$ cat config.mk
export PLATFORM = sky130hd
export DESIGN_NAME = puf_key_collector
export DESIGN_NICKNAME = d
export VERILOG_FILES = /design/src/rtl/puf_key_collector.sv
export SDC_FILE = /design/constraint.sdc
export NUM_CORES = 1
export LEC_CHECK = 0
export ABC_AREA = 1
export ABC_CLOCK_PERIOD_IN_PS = 2100
export BUFFER_PORTS_ARGS = -buffer_cell sky130_fd_sc_hd__buf_2
export CORE_MARGIN = 5
export CORE_UTILIZATION = 58
export CTS_CLUSTER_SIZE = 10
export DETAILED_ROUTE_END_ITERATION = 7
export PLACE_DENSITY = 0.8
export SLEW_MARGIN = 15
export SYNTH_ARGS = -nofsm -noshare
export SYNTH_HDL_FRONTEND = slang
export SYNTH_SLANG_ARGS = --single-unit
$ cat constraint.sdc
create_clock -name clk -period 2.1 [get_ports clk]
set_clock_uncertainty 0.2 [all_clocks]
set_input_delay 0 -clock clk [delete_from_list [all_inputs] [get_ports clk]]
set_output_delay 0 -clock clk [all_outputs]
set_load 0.02 [all_outputs]
$ cat src/rtl/puf_key_collector.sv
// Purpose: drives the RO-PUF through challenges, majority-votes repeated samples per bit and assembles a key.
// Latency: key_valid rises 1 + KEY_BITS*(VOTES*(MEAS_CYCLES+2)+1) cycles after the accepted start edge.
// Backpressure: none; start is ignored while busy, key and key_valid hold until the next accepted start.
module puf_key_collector #(
  parameter int KEY_BITS    = 16,
  parameter int MEAS_CYCLES = 256,
  parameter int VOTES       = 3
) (
  input  logic                clk,
  input  logic                rst_n,
  input  logic                start,
  input  logic                puf_response,
  output logic                puf_enable,
  output logic [1:0]          puf_challenge,
  output logic                busy,
  output logic                key_valid,
  output logic [KEY_BITS-1:0] key
);

  localparam int BIT_W  = (KEY_BITS > 1) ? $clog2(KEY_BITS) : 1;
  localparam int MEAS_W = $clog2(MEAS_CYCLES);
  localparam int VOTE_W = (VOTES > 1) ? $clog2(VOTES) : 1;
  localparam int ONES_W = $clog2(VOTES + 1);

  localparam logic [BIT_W-1:0]  LAST_BIT  = BIT_W'(KEY_BITS - 1);
  localparam logic [MEAS_W-1:0] LAST_MEAS = MEAS_W'(MEAS_CYCLES - 1);
  localparam logic [VOTE_W-1:0] LAST_VOTE = VOTE_W'(VOTES - 1);
  localparam logic [ONES_W-1:0] HALF      = ONES_W'(VOTES / 2);

  typedef enum logic [2:0] {
    IDLE    = 3'd0,
    ARM     = 3'd1,
    SAMPLE  = 3'd2,
    GAP     = 3'd3,
    RESOLVE = 3'd4,
    DONE    = 3'd5
  } state_t;

  state_t              state;
  logic                pend;      // start accepted, ARM entered on the following edge
  logic [MEAS_W-1:0]   meas_cnt;
  logic [VOTE_W-1:0]   vote_idx;
  logic [BIT_W-1:0]    bit_idx;
  logic [ONES_W-1:0]   ones_cnt;
  logic                sync1;
  logic                sync2;

  // Two-flop synchronizer: the PUF output is free-running relative to clk
  always_ff @(posedge clk or negedge rst_n) begin
    if (!rst_n) begin
      sync1 <= 1'b0;
      sync2 <= 1'b0;
    end else begin
      sync1 <= puf_response;
      sync2 <= sync1;
    end
  end

  // Collection sequencer with registered outputs
  always_ff @(posedge clk or negedge rst_n) begin
    if (!rst_n) begin
      state         <= IDLE;
      pend          <= 1'b0;
      meas_cnt      <= '0;
      vote_idx      <= '0;
      bit_idx       <= '0;
      ones_cnt      <= '0;
      puf_enable    <= 1'b0;
      puf_challenge <= 2'd0;
      busy          <= 1'b0;
      key_valid     <= 1'b0;
      key           <= '0;
    end else begin
      case (state)
        IDLE: begin
          if (pend) begin
            // Launch the first measurement of bit 0
            pend          <= 1'b0;
            state         <= ARM;
            busy          <= 1'b1;
            puf_enable    <= 1'b1;
            puf_challenge <= 2'(bit_idx);
            meas_cnt      <= '0;
          end else if (start) begin
            pend      <= 1'b1;
            key       <= '0;
            key_valid <= 1'b0;
            bit_idx   <= '0;
            vote_idx  <= '0;
            ones_cnt  <= '0;
          end
        end

        ARM: begin
          if (meas_cnt == LAST_MEAS) begin
            state      <= SAMPLE;
            puf_enable <= 1'b0;
          end else begin
            meas_cnt <= meas_cnt + 1'b1;
          end
        end

        SAMPLE: begin
          // sync2 now carries the level the PUF presented late in the ARM window
          ones_cnt <= ones_cnt + ONES_W'(sync2);
          state    <= GAP;
        end

        GAP: begin
          if (vote_idx != LAST_VOTE) begin
            vote_idx   <= vote_idx + 1'b1;
            state      <= ARM;
            puf_enable <= 1'b1;
            meas_cnt   <= '0;
          end else begin
            state <= RESOLVE;
          end
        end

        RESOLVE: begin
          key[bit_idx] <= (ones_cnt > HALF);
          ones_cnt     <= '0;
          vote_idx     <= '0;
          if (bit_idx == LAST_BIT) begin
            state     <= DONE;
            busy      <= 1'b0;
            key_valid <= 1'b1;
          end else begin
            // Challenge follows the bit index modulo 4
            bit_idx       <= bit_idx + 1'b1;
            puf_challenge <= 2'(bit_idx + 1'b1);
            state         <= ARM;
            puf_enable    <= 1'b1;
            meas_cnt      <= '0;
          end
        end

        DONE: begin
          if (start) begin
            pend      <= 1'b1;
            state     <= IDLE;
            key       <= '0;
            key_valid <= 1'b0;
            bit_idx   <= '0;
            vote_idx  <= '0;
            ones_cnt  <= '0;
          end
        end

        default: begin
          state      <= IDLE;
          puf_enable <= 1'b0;
          busy       <= 1'b0;
        end
      endcase
    end
  end

endmodule

==> results.cfg <==
[clock_network]
clk_pin_slew_ps = 80
cts-root-buf = clkbuf_8
cts_tree = yes
cts_setup_buffers = 0
holdBufCountCts = 3
cts.repair.resized = 0
clockBufferDepth = 2
cts_buffers = 5
htree_num_levels = 2
insertion_delay_ps = 300
cts_sinks = 43

[global_route]
antenna_found_initial = 0
use_met3_pct = 4.46
grt_busiest_layer = met2
grtUsageMet2_pct = 29.8
track_usage_pct = 20.1
grt_start_max_net_pins = 44
use_met1_pct = 29.2
first_global_vias = 1903
grt_pass1_wl_mm = 8.51
grt_overflow = 0

[timing]
tightest_slew_ps = 483
whs_ps = 4.18
fin_ws_ps = 223
slew_headroom_pct = 67.7
post-route-min-period_ps = 1880
finalCritPeriodShare_pct = 89.4
finalSetupTns_ps = 0
setup_viol = 0
fmax_ghz = 0.533
slew_violations = 0
finalHoldViolations = 0
rsz0062_at_grt = false

[final_layout]
nFillCells = 355
area_growth_pct = 12.0
drive_gt1_share_pct = 13.2
layout_common_cells = 128 x nand2_1, 43 x dfrtp_1, 31 x nand3_1
final-instance-count-excl-fill = 398
nets = 359
num_antenna_cells = 0
layout_commonest_cell = nand2_1

[place]
hpwl_mm = 3.51
globalplace.congestion = 0.899
io_buffer_count = 24
dp.cells = 387
dp_slack_ps = 276

[logic_synthesis]
synth-edff-count = 0
ys.flop_type = dfrtp_1
ys_warn_count = 0
synthArstFlopShare_pct = 100
netlist_instances = 317
seq_area_frac_synth_pct = 45.1
synthesis.area_um2 = 2390
ys_types = 26
syn-num-nets = 329
avgSynthCellArea_um2 = 7.53
ys_ff_latch = 43

[outcome]
status = completed

[pwr]
swShare_pct = 39.9
power.density_nw_per_um2 = 955
combinationalPowerShare_pct = 36.7
leakage_nw = 1.48
fin_total_pwr_mw = 2.55
pwr-share-clk_pct = 20.0
switching_power_mw = 1.02
seqPwrFrac_pct = 43.3
peakVddDrop_mv = 0.580
intPower_mw = 1.53

[floorplanning]
start_util_pct = 59.6
ios = 25
die_area_um2 = 5500
core_um2 = 4000
rows = 23
die_x_um = 74.1
die_h_um = 74.1

[route]
via_per_inst = 5.25
route.detailed.drc = 0
wire_per_inst_um = 12.5
ant_nets = 0
first_pass_iters = 4
first_iter_violations = 245
vias = 2088
wirelength_mm = 4.97

[worst_setup_path]
r2r-start = state[1]
critPathLaunchType = flip-flop
arrival_ps = 1910
reg2reg_slack_ps = 220
crit_type = reg -> reg
setup.worst_path.end_class = flip-flop
cp-startpoint = state[1]
cp_max_fo = 19
required_ps = 2130
r2r_cells = 7

[flow_run]
drv_cap = 0

[worst_hold_path]
hp-class = in -> async
[cell families (layout without fill, tap and decap cells)]
| family | count (synthesis) | in the layout | synth area share (%) |
|---|---|---|---|
| XOR/XNOR | 2 | 2 | 0.734 |
| AO/OA/AOI/OAI | 26 | 26 | 6.50 |
| buffers and inverters | 40 | 71 | 7.18 |
| adder cells (fa/ha/maj) | 8 | 8 | 4.20 |
| AND/OR/NAND/NOR | 198 | 198 | 36.3 |
| flip-flops | 43 | 43 | 45.1 |
[worst paths after layout]
| path | endpoint |
|---|---|
| max | puf_challenge[1] |
| min | ones_cnt[1] |
| max reg2reg | puf_challenge[1] |
| min reg2reg | sync2 |
| max in group asynchronous | puf_challenge[1] |
| min in group clk | sync1 |
[sequential cells by signal (all words and copies together) (netlist names), 2 cells and up]
register and count:
state 3, key 16, vote_idx 2, puf_challenge 2, bit_idx 4, meas_cnt 8, ones_cnt 2
[layout make-up]
class / instances / area [um2] / area share [%]
clock buffer: 7 / 76.3 / 2.86
sequential: 43 / 1080 / 40.3
multi-input combinational: 234 / 1140 / 42.6
timing repair buffer: 31 / 193 / 7.21
tap: 50 / 62.6 / 2.34
clock inverter: 1 / 5.00 / 0.187
inverter: 32 / 120 / 4.50
[power by group through the flow]
stage	clock, mW	combinational [mW]	sequential (mW)
floorplan	0	0.707	1.12
global placement	0	0.904	1.11
detailed placement	0	0.933	1.12
CTS	0.517	0.941	1.10
global route	0.562	1.07	1.12
finish	0.511	0.935	1.10
[synthesized netlist by cell type, types with 3 or more instances]
cell type  number  area share [%]
nor2_1         17             2.7
nand3_1        31             6.5
nand2_1       128              20
o21ai_0        11             2.3
dfrtp_1        43              45
nand4_1         9             2.4
inv_1          29             4.6
buf_4           3            0.94
o31ai_1         7             2.2
nand3b_1        3            0.94
ha_1            8             4.2
a21oi_1         5             1.0
[layer usage]
metal | routed length [um] | vias up
met5 | 0 | -
met2 | 2140 | 33
met3 | 189 | 8
met4 | 71 | 0
li1 | - | 1073
met1 | 2570 | 974
[critical path: stages (launching register included)]
cell,delay [ps]
dfrtp_1,500
nor2_4,190
nand2_4,110
inv_2,260
nand2_1,210
nand2_1,170
o21ai_0,100
nand2_1,70
[stage by stage]
step | utilization [%] | instance area, um2
floorplan | - | 2390
global placement | 64.0 | 2560
detailed placement | 64.0 | 2560
CTS | 66.8 | 2670
global route | 66.8 | 2670
finish | 66.8 | 2670
Power figures use the tool's default switching activity.
